<file path="src/rtl/cpu_bus_pkg.sv">
// rtl/cpu_bus_pkg.sv - shared bus constants and register decode for the cpu timer peripheral
package cpu_bus_pkg;

    localparam logic [31:0] TIMER_BASE  = 32'h4000_0000;

    localparam logic [31:0] OFF_TH      = 32'h0000_0000;
    localparam logic [31:0] OFF_TL      = 32'h0000_0004;
    localparam logic [31:0] OFF_TCON    = 32'h0000_0008;
    localparam logic [31:0] OFF_SYSTICK = 32'h0000_000C;

    localparam int TCON_EN = 0;
    localparam int TCON_IE = 1;
    localparam int TCON_ST = 2;

    typedef enum logic [2:0] {
        SEL_NONE,
        SEL_TH,
        SEL_TL,
        SEL_TCON,
        SEL_SYSTICK
    } reg_sel_e;

    // Full-word compare; any address with nonzero low bits decodes to nothing.
    function automatic reg_sel_e decode(input logic [31:0] addr, input logic [31:0] base);
        reg_sel_e sel;
        sel = SEL_NONE;
        if (addr[1:0] == 2'b00) begin
            if (addr == base + OFF_TH)           sel = SEL_TH;
            else if (addr == base + OFF_TL)      sel = SEL_TL;
            else if (addr == base + OFF_TCON)    sel = SEL_TCON;
            else if (addr == base + OFF_SYSTICK) sel = SEL_SYSTICK;
        end
        return sel;
    endfunction

endpackage

</file>
<file path="src/rtl/timer_prescaler.sv">
// rtl/timer_prescaler.sv - divides the clock into one-cycle ticks while enabled
module timer_prescaler #(
    parameter int PRESCALE = 1
) (
    input  logic clk,
    input  logic rst_n,
    input  logic en,
    output logic tick
);

    localparam logic [15:0] LAST = 16'(PRESCALE - 1);

    logic [15:0] cnt;

    // With PRESCALE=1 LAST is 0 and cnt never leaves 0, so tick follows en.
    assign tick = en && (cnt == LAST);

    always_ff @(posedge clk or negedge rst_n) begin
        if (!rst_n) begin
            cnt <= '0;
        end else if (!en || tick) begin
            cnt <= '0;
        end else begin
            cnt <= cnt + 16'd1;
        end
    end

endmodule

</file>
<file path="src/rtl/cpu_timer.sv">
// rtl/cpu_timer.sv - memory-mapped reload timer with level irq and free-running cycle counter
module cpu_timer
    import cpu_bus_pkg::*;
#(
    parameter logic [31:0] BASE_ADDR = TIMER_BASE,
    parameter int          PRESCALE  = 1
) (
    input  logic        clk,
    input  logic        rst_n,
    input  logic [31:0] addr,
    input  logic [31:0] wdata,
    input  logic        we,
    input  logic        re,
    output logic [31:0] rdata,
    output logic        irq
);

    logic [31:0] th;
    logic [31:0] tl;
    logic [31:0] systick;
    logic        en;
    logic        ie;
    logic        st;
    logic        tick;

    reg_sel_e sel;
    logic     wr_th;
    logic     wr_tl;
    logic     wr_tcon;
    logic     ovf;

    timer_prescaler #(.PRESCALE(PRESCALE)) u_prescaler (
        .clk   (clk),
        .rst_n (rst_n),
        .en    (en),
        .tick  (tick)
    );

    assign sel     = decode(addr, BASE_ADDR);
    assign wr_th   = we && (sel == SEL_TH);
    assign wr_tl   = we && (sel == SEL_TL);
    assign wr_tcon = we && (sel == SEL_TCON);

    // A software TL write suppresses the overflow that a coincident tick would cause.
    assign ovf = tick && !wr_tl && (tl == 32'hFFFF_FFFF);

    always_comb begin
        rdata = '0;
        if (re) begin
            case (sel)
                SEL_TH:      rdata = th;
                SEL_TL:      rdata = tl;
                SEL_TCON:    rdata = {29'd0, st, ie, en};
                SEL_SYSTICK: rdata = systick;
                default:     rdata = '0;
            endcase
        end
    end

    always_ff @(posedge clk or negedge rst_n) begin
        if (!rst_n) begin
            th      <= '0;
            tl      <= '0;
            systick <= '0;
            en      <= 1'b0;
            ie      <= 1'b0;
            st      <= 1'b0;
            irq     <= 1'b0;
        end else begin
            systick <= systick + 32'd1;
            irq     <= ie && st;

            if (wr_th) begin
                th <= wdata;
            end

            if (wr_tl) begin
                tl <= wdata;
            end else if (tick) begin
                tl <= (tl == 32'hFFFF_FFFF) ? th : tl + 32'd1;
            end

            if (wr_tcon) begin
                en <= wdata[TCON_EN];
                ie <= wdata[TCON_IE];
            end

            // Overflow set beats a same-cycle software clear so no interrupt is lost.
            if (ovf && ie) begin
                st <= 1'b1;
            end else if (wr_tcon && !wdata[TCON_ST]) begin
                st <= 1'b0;
            end
        end
    end

endmodule
</file>
<file path="config.mk">
export PLATFORM = sky130hd
export DESIGN_NAME = cpu_timer
export DESIGN_NICKNAME = d
export VERILOG_FILES = /design/src/rtl/cpu_bus_pkg.sv /design/src/rtl/timer_prescaler.sv /design/src/rtl/cpu_timer.sv
export SDC_FILE = /design/constraint.sdc
export NUM_CORES = 1
export LEC_CHECK = 0
export CORE_MARGIN = 1
export CORE_UTILIZATION = 55
export DETAILED_ROUTE_END_ITERATION = 6
export HOLD_SLACK_MARGIN = 0.08
export PLACE_DENSITY = 0.81
export SYNTH_ARGS = -nofsm -noshare
export SYNTH_HDL_FRONTEND = slang
export SYNTH_SLANG_ARGS = --single-unit
</file>
<file path="constraint.sdc">
create_clock -name clk -period 3.1 [get_ports clk]
set_clock_uncertainty 0.2 [all_clocks]
set_input_delay 0.31 -clock clk [delete_from_list [all_inputs] [get_ports clk]]
set_output_delay 0.31 -clock clk [all_outputs]
set_load 0.005 [all_outputs]
</file>
==> metrics.txt <==
Setup Crit Path Kind=in2out; Post-synth top flop=dfrtp_1; Clock power frac=55.6%; Post-DRT Antenna Nets=0; Die Width=113 um; Final Critical Period=2.85 ns; Final Setup Violations=0; PortBufs=100; Avg Vias per Cell=6.01; pwr dens=430 nW/um2; Setup TNS Final=0 ns; area added between synthesis and finish=30.1%; gpl congestion=0.940; Sink Count=116; average size of a mapped cell=9.49 um2; Pleak=4.29 nW; first-pass GRT wire length=29.8 mm; net switching power=0.000757 W; Hold Path Stages=3; antenna cells=0; Async SR Flop Fraction=100%; required time of the critical path=2.59 ns; Mapped Cells=719; crit start category=input port; routed length per instance=18.6 um; Worst R2R Path Depth=8; layout cells sized above 1=11.5%; Worst Hold Class=in2reg; Nets=895; reg2reg end=tl[26]$_DFFE_PN0P_; Initial Util=56.6%; Comb power frac=4.7%; Max VDD drop=0.390 mV; core area=12100 um2; commonest non-fill, non-tap cells in the layout=116 x dfrtp_1, 102 x nor2_1, 69 x clkdlybuf4s50_1; Reg power frac=39.7%; Hold WS=0.271 ns; GRT Residual Overflow=0; num rows=40; htree depth=4; die area=12900 um2; clk_lat worst skew=0.42 ns; DRT iter0 DRCs=660; largest net degree at the start of global routing=64; outcome=finished clean; total design power=0.00382 W; # fillers=790; hold path endpoint=tl[27]$_DFFE_PN0P_; Max Fanout on Critical Path=9; GR Util All Layers=29.9%; Worst EP arrival=2.34 ns; top-area cell type share of the netlist area=42.5%; CTS tree=built; final hold viol count=0; final WL=18.7 mm; Seq/Total Area, Yosys=42.5%; Root Driver=clkbuf_16; drt pass-1 iters=5; Yosys top cell by area=dfrtp_1; maxcap violations=0; hpwl dp=12.5 mm; Netlist Area Pre-Place=6830 um2; total number of vias=6030; Max clock buf depth=2; P_int=0.00306 W; count of warnings emitted by yosys=0; worst hold start=wdata[27]; top post-synthesis cells by area=dfrtp_1 43%, nor2_1 5.6%, mux2i_1 5.1%; Worst-Margin Slew=0.968 ns; Yosys reg bits=116; I/O Pins=101; DRC Markers=0; commonest non-fill, non-tap cell in the layout=dfrtp_1; Tcrit/Tclk final=91.9%; synth unique cells=63; Num CTS Buffers=17; fmax=351 MHz; Reg2Reg Launch Point=u_prescaler.cnt[0]$_DFF_PN0_; number of global-route vias before repair=5862; sw frac=19.8%; Mapped Nets=791; Slew headroom=35.5%; Max Slew Vio Count=0; RSZ-0062 raised after global routing=false; number of synthesized flops with an enable pin=0; FF-to-FF setup slack=0.36 ns; Critical Path End Type=primary output; initial antenna violation count=0; die height=113 um; CTS clk-pin slew, worst paths=0.05 ns
cells in the mapped netlist, types with 13 or more instances:
cell and count:
xor2_1 21, clkbuf_1 17, dfrtp_1 116, a21oi_1 59, xnor2_1 33, nand2_1 67, nor2_1 102, o21ai_1 13
mux2_1 28, nand3_1 34, mux2i_1 35, and3_1 18, nand4_1 16
registers in the layout, summed over array words and instances, names as in the netlist:
register	cells
u_prescaler.cnt	16
th	32
tl	32
en	1
ie	1
st	1
irq	1
systick	32
power groups by stage:
stage / registers [W] / clock network (W) / logic (W)
global placement: 0.00154 / 0 / 0.000173
finish: 0.00152 / 0.00212 / 0.000181
global route: 0.00151 / 0.00221 / 0.000194
floorplan: 0.00154 / 0 / 0.0000347
detailed placement: 0.00154 / 0 / 0.000176
CTS: 0.00152 / 0.00214 / 0.000179
critical path, cell delays in order:
cell	delay, ns
clkdlybuf4s50_1	0.42
nor4b_2	0.28
and4_1	0.28
and2_4	0.16
and3_4	0.23
clkbuf_16	0.16
buf_4	0.13
a21oi_1	0.07
nor2_1	0.14
dlymetal6s2s_1	0.15
per-stage QoR:
stage | instances | utilization (%) | setup slack (ns) | area, um2
3_3_place_gp | 964 | 66.7 | 0.122 | 8050
6_report | 1004 | 73.6 | 0.252 | 8880
4_1_cts | 997 | 72.2 | 0.0224 | 8700
2_1_floorplan | 719 | - | 0.875 | 6830
5_1_grt | 1004 | 73.6 | 0.120 | 8880
3_5_place_dp | 964 | 66.7 | 0.0481 | 8050
routing by layer:
layer / GRT usage, % / routed length, um
met5: 0 / 0
met4: 13.1 / 546
met3: 6.22 / 1260
met2: 47.5 / 8770
met1: 40.0 / 8100
kinds of logic (layout without fill, tap and decap cells):
kind of cell	after synthesis	after routing	synth area share [%]
buf+inv	47	164	3.17
mux	70	70	11.4
flops	116	116	42.5
simple gates	302	302	23.8
compound gates	126	126	11.4
xor+xnor	54	54	6.93
fa+ha+maj	4	4	0.733
how the worst max path moves through the flow:
stage / startpoint / endpoint / slack [ns] / cells past startpoint
global route: addr[19] / rdata[3] / 0.12 / 11
detailed placement: addr[0] / rdata[19] / 0.05 / 9
global placement: addr[9] / rdata[13] / 0.12 / 9
floorplan: u_prescaler.cnt[0]$_DFF_PN0_ / tl[10]$_DFFE_PN0P_ / 0.87 / 9
CTS: addr[0] / rdata[19] / 0.02 / 9
finish: addr[9] / rdata[27] / 0.25 / 10
timing repair:
action,4_1_cts,5_1_grt
gates resized for setup,0,36
setup buffers,0,6
endpoints found under the hold margin,62,0
hold buffers,1,0
endpoints found under the setup margin,0,29
final cells by class:
| type | count | area (um2) | area share (%) |
|---|---|---|---|
| clock buffer | 23 | 498 | 5.61 |
| clock inverter | 9 | 148 | 1.66 |
| inverter | 11 | 41.3 | 0.465 |
| multi-input combinational | 556 | 3750 | 42.2 |
| sequential | 116 | 2900 | 32.7 |
| tap | 168 | 210 | 2.37 |
| timing repair buffer | 121 | 1330 | 15.0 |
Note: power is estimated with default switching activity, not from simulation.
